**src/rtl/lsu_pkg.sv**
```systemverilog
// -----------------------------------------------------------------------------
// lsu_pkg
// Shared types and decode helpers for the byte-sequential load/store unit.
//   lsu_op_t     : request operation encoding driven by EX on req_op
//   lsu_state_t  : sequencer states
//   op_size      : number of bytes moved by an op (0 for NONE/illegal)
//   op_is_signed : load result is sign-extended
//   op_is_store  : op writes memory
// -----------------------------------------------------------------------------
package lsu_pkg;

  typedef enum logic [3:0] {
    OP_NONE = 4'd0,
    OP_LB   = 4'd1,
    OP_LBU  = 4'd2,
    OP_LH   = 4'd3,
    OP_LHU  = 4'd4,
    OP_LW   = 4'd5,
    OP_LWU  = 4'd6,
    OP_LD   = 4'd7,
    OP_SB   = 4'd8,
    OP_SH   = 4'd9,
    OP_SW   = 4'd10,
    OP_SD   = 4'd11
  } lsu_op_t;

  typedef enum logic [1:0] {
    ST_IDLE  = 2'd0,
    ST_ISSUE = 2'd1,
    ST_DRAIN = 2'd2,
    ST_RESP  = 2'd3
  } lsu_state_t;

  function automatic logic [3:0] op_size(input lsu_op_t op);
    case (op)
      OP_LB, OP_LBU, OP_SB: op_size = 4'd1;
      OP_LH, OP_LHU, OP_SH: op_size = 4'd2;
      OP_LW, OP_LWU, OP_SW: op_size = 4'd4;
      OP_LD, OP_SD:         op_size = 4'd8;
      default:              op_size = 4'd0;
    endcase
  endfunction

  function automatic logic op_is_signed(input lsu_op_t op);
    case (op)
      OP_LB, OP_LH, OP_LW, OP_LD: op_is_signed = 1'b1;
      default:                    op_is_signed = 1'b0;
    endcase
  endfunction

  function automatic logic op_is_store(input lsu_op_t op);
    case (op)
      OP_SB, OP_SH, OP_SW, OP_SD: op_is_store = 1'b1;
      default:                    op_is_store = 1'b0;
    endcase
  endfunction

endpackage

```
**src/rtl/lsu_extend.sv**
```systemverilog
// -----------------------------------------------------------------------------
// lsu_extend
// Combinational sign/zero extension of little-endian assembled load bytes.
// Kept separate so a future cache path can reuse it.
//   data_i   : assembled bytes, byte 0 in bits [7:0]
//   size_i   : number of valid bytes (1/2/4/8)
//   signed_i : 1 = sign-extend, 0 = zero-extend
//   result_o : XLEN-wide extended value
// -----------------------------------------------------------------------------
module lsu_extend #(
  parameter int XLEN = 32
) (
  input  logic [XLEN-1:0] data_i,
  input  logic [3:0]      size_i,
  input  logic            signed_i,
  output logic [XLEN-1:0] result_o
);

  logic       sign_bit;
  logic [6:0] width_bits;

  assign width_bits = {size_i, 3'b000};

  always_comb begin
    sign_bit = 1'b0;
    case (size_i)
      4'd1: sign_bit = data_i[7];
      4'd2: sign_bit = data_i[15];
      4'd4: sign_bit = data_i[31];
      default: sign_bit = 1'b0;
    endcase
    sign_bit = sign_bit & signed_i;
  end

  // Bits inside the access width pass through; everything above is the fill.
  // A full-width access (4 on RV32, 8 on RV64) therefore comes out raw.
  generate
    for (genvar gi = 0; gi < XLEN; gi++) begin : g_bit
      assign result_o[gi] = (7'(gi) < width_bits) ? data_i[gi] : sign_bit;
    end
  endgenerate

endmodule

```
**src/rtl/lsu_byte_seq.sv**
```systemverilog
// -----------------------------------------------------------------------------
// lsu_byte_seq
// Sequential load/store unit: performs byte/half/word(/double) accesses as a
// run of single-byte transfers on an 8-bit RAM port with RAM_LAT read latency.
//
// Ports:
//   clk, rst                 clock, synchronous active-high reset
//   req_valid/req_ready      EX handshake (ready only while idle)
//   req_op/addr/wdata/...    request fields, latched on accept
//   ram_ce/we/addr/wdata     byte RAM command port (all zero when idle)
//   ram_rdata                read byte, RAM_LAT cycles after the read issue
//   resp_valid/rd/wreg/data  one-cycle result pulse to WB
//   stall_o                  req_valid && !req_ready
//   err_o                    misalignment trap pulse
//
// Build option: define LSU_MISALIGN_TRAP_EN to trap misaligned multi-byte
// accesses instead of performing them byte-wise; otherwise err_o is tied 0.
// -----------------------------------------------------------------------------
module lsu_byte_seq
  import lsu_pkg::*;
#(
  parameter int XLEN    = 32,
  parameter int ADDR_W  = 32,
  parameter int RAM_LAT = 1
) (
  input  logic              clk,
  input  logic              rst,
  input  logic              req_valid,
  output logic              req_ready,
  input  logic [3:0]        req_op,
  input  logic [ADDR_W-1:0] req_addr,
  input  logic [XLEN-1:0]   req_wdata,
  input  logic [XLEN-1:0]   req_result,
  input  logic [4:0]        req_rd,
  input  logic              req_wreg,
  output logic              ram_ce,
  output logic              ram_we,
  output logic [ADDR_W-1:0] ram_addr,
  output logic [7:0]        ram_wdata,
  input  logic [7:0]        ram_rdata,
  output logic              resp_valid,
  output logic [4:0]        resp_rd,
  output logic              resp_wreg,
  output logic [XLEN-1:0]   resp_data,
  output logic              stall_o,
  output logic              err_o
);

  localparam int NBYTES = XLEN / 8;

`ifdef LSU_MISALIGN_TRAP_EN
  localparam bit TRAP_EN = 1'b1;
`else
  localparam bit TRAP_EN = 1'b0;
`endif

  lsu_state_t        state_q, state_d;
  lsu_op_t           op_q;
  logic [ADDR_W-1:0] addr_q;
  logic [XLEN-1:0]   wdata_q, result_q;
  logic [XLEN-1:0]   asm_q, asm_d;
  logic [4:0]        rd_q;
  logic              wreg_q, err_q;
  logic [3:0]        n_q, i_q, i_d, j_q, j_d;

  // One bit per read in flight; bit RAM_LAT-1 marks the cycle its data arrives.
  logic [RAM_LAT-1:0] rd_pipe_q, rd_pipe_d;
  logic [RAM_LAT:0]   rd_pipe_ext;

  lsu_op_t         req_op_e, acc_op;
  logic [3:0]      acc_size;
  logic            acc_err, accept, is_store_q, issue_rd, cap_en;
  logic [XLEN-1:0] ext_data;

  // Decode the incoming request. Illegal encodings, and LD/SD on RV32,
  // collapse to NONE so they simply forward req_result.
  always_comb begin
    req_op_e = OP_NONE;
    if (req_op <= 4'd11) req_op_e = lsu_op_t'(req_op);
    acc_size = op_size(req_op_e);
    if (XLEN < 64 && acc_size == 4'd8) acc_size = 4'd0;
    acc_op = (acc_size == 4'd0) ? OP_NONE : req_op_e;
    // size-1 as a low-address mask; for size 8 the 3-bit wrap gives 3'b111.
    acc_err = TRAP_EN && (acc_size > 4'd1) &&
              ((req_addr[2:0] & (acc_size[2:0] - 3'd1)) != 3'd0);
  end

  assign req_ready   = (state_q == ST_IDLE);
  assign accept      = req_valid && req_ready;
  assign stall_o     = req_valid && !req_ready;
  assign is_store_q  = op_is_store(op_q);
  assign issue_rd    = (state_q == ST_ISSUE) && !is_store_q;
  assign rd_pipe_ext = {rd_pipe_q, issue_rd};
  assign rd_pipe_d   = rd_pipe_ext[RAM_LAT-1:0];
  assign cap_en      = rd_pipe_q[RAM_LAT-1];

`ifdef LSU_MISALIGN_TRAP_EN
  assign err_o = (state_q == ST_RESP) && err_q;
`else
  assign err_o = 1'b0;
`endif

  lsu_extend #(.XLEN(XLEN)) u_extend (
    .data_i   (asm_q),
    .size_i   (n_q),
    .signed_i (op_is_signed(op_q)),
    .result_o (ext_data)
  );

  always_comb begin
    state_d    = state_q;
    i_d        = i_q;
    j_d        = j_q;
    asm_d      = asm_q;
    ram_ce     = 1'b0;
    ram_we     = 1'b0;
    ram_addr   = '0;
    ram_wdata  = '0;
    resp_valid = 1'b0;
    resp_rd    = '0;
    resp_wreg  = 1'b0;
    resp_data  = '0;

    // Read capture is independent of state: it overlaps ISSUE and DRAIN.
    if (cap_en) begin
      for (int k = 0; k < NBYTES; k++) begin
        if (j_q == 4'(k)) asm_d[8*k +: 8] = ram_rdata;
      end
      j_d = j_q + 4'd1;
    end

    case (state_q)
      ST_IDLE: begin
        if (accept) begin
          i_d   = '0;
          j_d   = '0;
          asm_d = '0;
          if (acc_op == OP_NONE || acc_err) state_d = ST_RESP;
          else                              state_d = ST_ISSUE;
        end
      end
      ST_ISSUE: begin
        ram_ce   = 1'b1;
        ram_we   = is_store_q;
        ram_addr = addr_q + ADDR_W'(i_q);
        if (is_store_q) begin
          for (int k = 0; k < NBYTES; k++) begin
            if (i_q == 4'(k)) ram_wdata = wdata_q[8*k +: 8];
          end
        end
        i_d = i_q + 4'd1;
        if (i_q == n_q - 4'd1) state_d = is_store_q ? ST_RESP : ST_DRAIN;
      end
      ST_DRAIN: begin
        // Leave as the last byte lands so RESP sees the completed assembly.
        if (cap_en && j_q == n_q - 4'd1) state_d = ST_RESP;
      end
      ST_RESP: begin
        resp_valid = 1'b1;
        resp_rd    = rd_q;
        if (!(err_q || is_store_q)) begin
          resp_wreg = wreg_q;
          resp_data = (op_q == OP_NONE) ? result_q : ext_data;
        end
        state_d = ST_IDLE;
      end
      default: state_d = ST_IDLE;
    endcase
  end

  always_ff @(posedge clk) begin
    if (rst) begin
      state_q   <= ST_IDLE;
      op_q      <= OP_NONE;
      addr_q    <= '0;
      wdata_q   <= '0;
      result_q  <= '0;
      rd_q      <= '0;
      wreg_q    <= 1'b0;
      err_q     <= 1'b0;
      n_q       <= '0;
      i_q       <= '0;
      j_q       <= '0;
      asm_q     <= '0;
      rd_pipe_q <= '0;
    end else begin
      state_q   <= state_d;
      i_q       <= i_d;
      j_q       <= j_d;
      asm_q     <= asm_d;
      rd_pipe_q <= rd_pipe_d;
      if (accept) begin
        op_q     <= acc_op;
        addr_q   <= req_addr;
        wdata_q  <= req_wdata;
        result_q <= req_result;
        rd_q     <= req_rd;
        wreg_q   <= req_wreg;
        n_q      <= acc_size;
        err_q    <= acc_err;
      end
    end
  end

endmodule

```
**config.mk**
```make
export PLATFORM = sky130hd
export DESIGN_NAME = lsu_byte_seq
export DESIGN_NICKNAME = d
export VERILOG_FILES = /design/src/rtl/lsu_pkg.sv /design/src/rtl/lsu_extend.sv /design/src/rtl/lsu_byte_seq.sv
export SDC_FILE = /design/constraint.sdc
export NUM_CORES = 1
export LEC_CHECK = 0
export BUFFER_PORTS_ARGS = -buffer_cell sky130_fd_sc_hd__buf_2
export CORE_MARGIN = 3
export CORE_UTILIZATION = 43
export DETAILED_ROUTE_END_ITERATION = 10
export PLACE_DENSITY = 0.7
export REMOVE_ABC_BUFFERS = 1
export SLEW_MARGIN = 30
export SYNTH_ARGS = -nofsm -noshare
export SYNTH_HDL_FRONTEND = slang
export SYNTH_SLANG_ARGS = --single-unit
```
**constraint.sdc**
```tcl
create_clock -name clk -period 2.5 [get_ports clk]
set_input_delay 0.125 -clock clk [delete_from_list [all_inputs] [get_ports clk]]
set_output_delay 0.125 -clock clk [all_outputs]
set_load 0.01 [all_outputs]
```
==> metrics.txt, run 1 <==
Post-Syn Area per Cell=8.916 sq um; first-pass GRT wire length=34840 um; root buf cell=clkbuf_16; Clock Latency Late Sink=0.42 ns; Final setup viols=1; Primary FF master, synth=dfxtp_1; Worst Reg-to-Reg Cells=7; layout cells sized above 1=0.2757; Hold Crit Depth=3; Max VDD drop=0.0005996 V; Post-synth EDFFs=0; Placement Cell Area=8690 sq um; part of the Yosys area used for sequential elements=0.4119; IO Pins=201; final antenna-violating net count=0; final clock skew=0.007135 ns; pwr dens=776.3 nW/um^2; Synth cell types=55; row count=47; Max FO, Critical Path=7; reg-to-reg critical path startpoint=n_q[0]; Die Y=137.5 um; Nets=1266; status=finished with violations; sw power=0.002683 W; max-cap violation count=0; Die X-Extent=137.5 um; worst slack, placed=0.1847 ns; failing checks=setup timing; Yosys top cell by area=dfxtp_1; Worst Setup SP=addr_q[1]; routed via count=7357; synthesized flop and latch total=153; core box area=16760 sq um; DR iter-0 viols=422; all-layer global routing usage=0.2290; cts bufs inserted=17; Reg power frac=0.381; routability cong.=0.8026; TritonCTS clock tree=done; Worst Path Arrival=2.38 ns; Final min period=2.502 ns; diodes inserted=0; Sw Share=0.3249; Synth area leaders=dfxtp_1 41%, a22o_1 12%, mux2i_1 5.7%; vias in the first global route=7083; drt total wl=22280 um; Via density=5.414; Logic pwr share=0.289; synth warn=0; Syn Inst Count=834; RSZ-0062 raised after global routing=true; Slew HR=0.5909; area delta synth->final=43.01%; Hold Vio Cnt, Final=0; HPWL Detailed=13880 um; Tot Pwr=0.008256 W; Buffers on Ports=199; CP Class=flop to output pin; largest net degree at the start of global routing=75; CTS H-tree depth=4; element type at the critical path end=output pin; mapped cell area=7436 sq um; Final Worst Setup Slack=-0.002423 ns; clock sink count=153; buffers from clock root to sink, at most=2; Hold Path Origin=ram_rdata[4]; router iterations before antenna repair=5; worst path required time=2.38 ns; fmax=399.6 MHz; Clock power frac=0.330; starting density of the core=0.4437; initial antenna violation count=0; GRT Residual Overflow=0; Internal=0.005573 W; DRC=0; CP Launch Type=flop; Final period util=1.001; Post-synth ARST share=0; Synth top area share=0.4119; Max Slew Vio Count=0; Design Area, Final=10630 sq um; Total Die Area=18910 sq um; WL/cell=16.39 um; worst-margin pin slew=0.6137 ns; Reg clk slew, reported paths=0.06 ns; leak pwr=4.548 nW; Hold Path Class=input port to flop
## power by group through the flow
| stage | Sequential, W | Combinational [W] | Clock [W] |
|---|---|---|---|
| floorplan | 0.00310 | 0.00149 | 0 |
| global placement | 0.00315 | 0.00219 | 0 |
| detailed placement | 0.00316 | 0.00221 | 0 |
| CTS | 0.00312 | 0.00236 | 0.00277 |
| global route | 0.00320 | 0.00264 | 0.00286 |
| finish | 0.00314 | 0.00238 | 0.00273 |
## worst paths after layout
check                           slack (ns)            to
worst max register to register        0.37    state_q[0]
worst min register to register        0.47       rd_q[4]
worst max-delay path                -0.002  ram_addr[27]
worst min-delay path                  0.02     asm_q[28]
## cell usage after synthesis, types with 5 or more instances
cell        n
a211oi_1    8
a21oi_1    28
a22o_1    103
and2_1     10
and3_1      9
and3b_1     8
buf_1       7
clkbuf_1   53
dfxtp_1   153
ha_1       22
inv_1      16
mux2i_1    42
nand2_1    59
nand2b_1    6
nand3_1    10
nand4_1    14
nor2_1    103
nor2b_1     5
nor3_1     13
o21ai_0    33
o22ai_1    25
o31ai_1    25
or3_1       8
or4_1       9
xnor2_1    12
xor2_1     13
## cell usage in the layout (no fill, tap or decap), types with 6 or more instances in the layout
| cell | synthesis | routed |
|---|---|---|
| clkbuf_16 | 0 | 17 |
| a21oi_1 | 28 | 22 |
| nor2_1 | 103 | 100 |
| xnor2_1 | 12 | 12 |
| nand4_1 | 14 | 14 |
| mux2i_1 | 42 | 42 |
| buf_2 | 1 | 200 |
| o31ai_1 | 25 | 25 |
| o21ai_0 | 33 | 33 |
| xor2_1 | 13 | 13 |
| nand3_1 | 10 | 7 |
| dfxtp_2 | 0 | 7 |
| inv_1 | 16 | 15 |
| dlygate4sd3_1 | 0 | 102 |
| nor3_1 | 13 | 12 |
| and3_1 | 9 | 9 |
| o22ai_1 | 25 | 25 |
| ha_1 | 22 | 19 |
| a211oi_1 | 8 | 7 |
| dfxtp_1 | 153 | 143 |
| and2_1 | 10 | 10 |
| buf_12 | 0 | 6 |
| a22o_1 | 103 | 103 |
| nand2_1 | 59 | 59 |
| and3b_1 | 8 | 8 |
| or3_1 | 8 | 8 |
| buf_4 | 1 | 25 |
## what timing repair did
action                                  4_1_cts  5_1_grt
endpoints found under the setup margin       43       64
cloned                                        1        1
endpoints found under the hold margin       102        0
hold buffers                                102        0
setup buffers                                 5        6
pin swaps                                     6       16
gates resized for setup                      19       31
## registers in the layout (all words and copies together), names as in the netlist
name / count
n_q: 4
result_q: 32
wdata_q: 32
addr_q: 32
cap_en: 1
asm_q: 32
wreg_q: 1
op_q: 4
rd_q: 5
j_q: 4
state_q: 2
i_q: 4
## layout make-up
class,instances,area [sq um]
inverter,17,63.81
fill,1381,6126
clock inverter,12,172.7
clock buffer,20,446.7
sequential,153,3083
timing repair buffer,338,2386
multi-input combinational,599,4207
tap,220,275.3
## per-stage QoR
stage	cells	hold WS, ns	TNS, ns	util
final	1359	0.02313	-0.002423	0.6345
after global routing	1359	0.01491	-0.5821	0.6345
after CTS	1352	0.006510	-0.2339	0.6238
after detailed placement	1212	0.3361	0	0.5185
after global placement	1212	0.3339	0	0.5181
after floorplan	769	0.1974	-288.68	-
## kinds of logic after synthesis
logic type                 share of synthesized area
xor gates and xnor gates                     0.03247
and+or+nand+nor                               0.1767
DFF                                           0.4119
AOI/OAI and AO/OA                             0.2352
buffers and inverters                        0.04543
muxes                                        0.05805
adders and majority gates                    0.03971
other                                      0.0005043
## critical path: stages, from the launching register on
cell	delay, ns
dfxtp_4	0.36
ha_4	0.25
a21o_1	0.11
a21o_1	0.18
a21oi_4	0.09
buf_6	0.15
or4b_4	0.48
a21oi_2	0.17
buf_2	0.16
## metal layers
metal,routed length [um],track usage
met5,0,0
met4,376,0.07428
met3,1367,0.04785
met2,10760,0.3807
met1,9768,0.2968
Power figures use the tool's default switching activity.
==> inputs of run 2 (changes only) <==
CTS_BUF_LIST = sky130_fd_sc_hd__clkbuf_8   (was unset)
==> metrics.txt, run 2 (same netlist as run 1, synthesis figures left out) <==
routed via count=7492; Largest delay share family, worst path=compound AO/OA/AOI/OAI gates; Crit path buffers/inverters=2; DRC=0; RSZ-0062 raised after global routing=true; initial antenna violation count=0; status=finished with violations; commonest non-fill, non-tap cells in the layout=198 x buf_2, 139 x dfxtp_1, 112 x dlygate4sd3_1; router iterations before antenna repair=4; starting density of the core=0.4437; routability cong.=0.8026; Worst Path Arrival=2.39 ns; Final min period=2.515 ns; CTS H-tree depth=4; DR iter-0 viols=395; Hold Path Class=input port to flop; failing checks=setup timing; Hold Vio Cnt, Final=0; Final period util=1.006; row count=47; commonest non-fill, non-tap cell in the layout=buf_2; element type at the critical path end=output pin; TritonCTS clock tree=done; reg-to-reg slack, setup=0.39 ns; Total Die Area=18910 sq um; GRT Residual Overflow=0; clock sink count=153; Max VDD drop=0.0004104 V; Slowest-stage cell, CP=or4b_4; worst path required time=2.38 ns; max-cap violation count=0; Final setup viols=1; Final Worst Setup Slack=-0.01520 ns; footprint of the multi-input gates=4257 sq um; core box area=16760 sq um; Max Slew Vio Count=0; cts bufs inserted=17; Via density=5.437; all-layer global routing usage=0.2308; CP Class=flop to output pin; Nets=1285; area delta synth->final=43.70%; Tot Pwr=0.007651 W; final clock skew=0.009187 ns; fmax=397.6 MHz; Max stage delay on crit path=0.48 ns; IO Pins=201; vias in the first global route=7117; diodes inserted=0; layout cells sized above 1=0.2867; final antenna-violating net count=0; Worst path most repeated cell=a21o_1; WL/cell=16.41 um; Buffers on Ports=199; Clock Latency Late Sink=0.46 ns; Die Y=137.5 um; buffers from clock root to sink, at most=2; Max FO, Critical Path=7; Seq. cell area=3093 sq um; HPWL Detailed=13880 um; Reg clk slew, reported paths=0.08 ns; Die X-Extent=137.5 um; worst-margin pin slew=0.6063 ns; root buf cell=clkbuf_8; CP Launch Type=flop; largest net degree at the start of global routing=75; pwr dens=716.0 nW/um^2; leak pwr=4.554 nW; Slew HR=0.5958; drt total wl=22610 um; fillers=1358; critical-path cell list=ha_1, a21o_1, a21o_1, a21oi_4, buf_6, or4b_4, a21oi_2, buf_2; first-pass GRT wire length=35110 um; Min Hold Slack=0.01798 ns
run 2: layout make-up:
type                    count  area share
clock buffers              18     0.02319
flip-flops and latches    153      0.2895
multi-input cells         599      0.3984
clock inverters            14     0.01686
repair buffers            357      0.2402
inverters                  17    0.006206
well taps                 220     0.02576
run 2: worst paths after layout:
check | from | to | cells past startpoint
max | addr_q[1] | ram_addr[27] | 8
min | rst | i_q[1] | 2
max reg2reg | n_q[0] | state_q[0] | 7
min reg2reg | rd_q[4] | rd_q[4] | 1
run 2: metal layers:
metal	vias up	wire, um	track usage	part of all wire
li1	3671	-	-	-
met1	3532	9867	0.2984	0.44
met2	255	10990	0.3783	0.49
met3	34	1333	0.05223	0.059
met4	0	418	0.08204	0.018
met5	-	0	0	0
run 2: what timing repair did:
action	in CTS	in global routing
hold endpoints to repair	128	1
setup endpoints to repair	54	62
hold buffers	111	1
gates cloned	1	1
buffers inserted	7	13
pin swaps	14	16
resized for setup	28	42
run 2: stage by stage:
stage | instances | util | instance area, sq um | worst slack [ns] | TNS [ns]
after floorplan | 769 | - | 7162 | -2.661 | -288.68
after global placement | 1212 | 0.5181 | 8683 | 0.1890 | 0
after detailed placement | 1212 | 0.5185 | 8690 | 0.1847 | 0
after CTS | 1363 | 0.6211 | 10410 | -0.02593 | -0.2716
after global routing | 1378 | 0.6376 | 10690 | -0.09568 | -1.304
final | 1378 | 0.6376 | 10690 | -0.01520 | -0.01520
run 2: where the power goes:
part | total [W] | internal (W) | switching (W)
Combinational | 0.00246 | 0.00109 | 0.00137
Sequential | 0.00314 | 0.00283 | 0.000311
Clock | 0.00205 | 0.00110 | 0.000943
Total | 0.00765 | 0.00502 | 0.00263
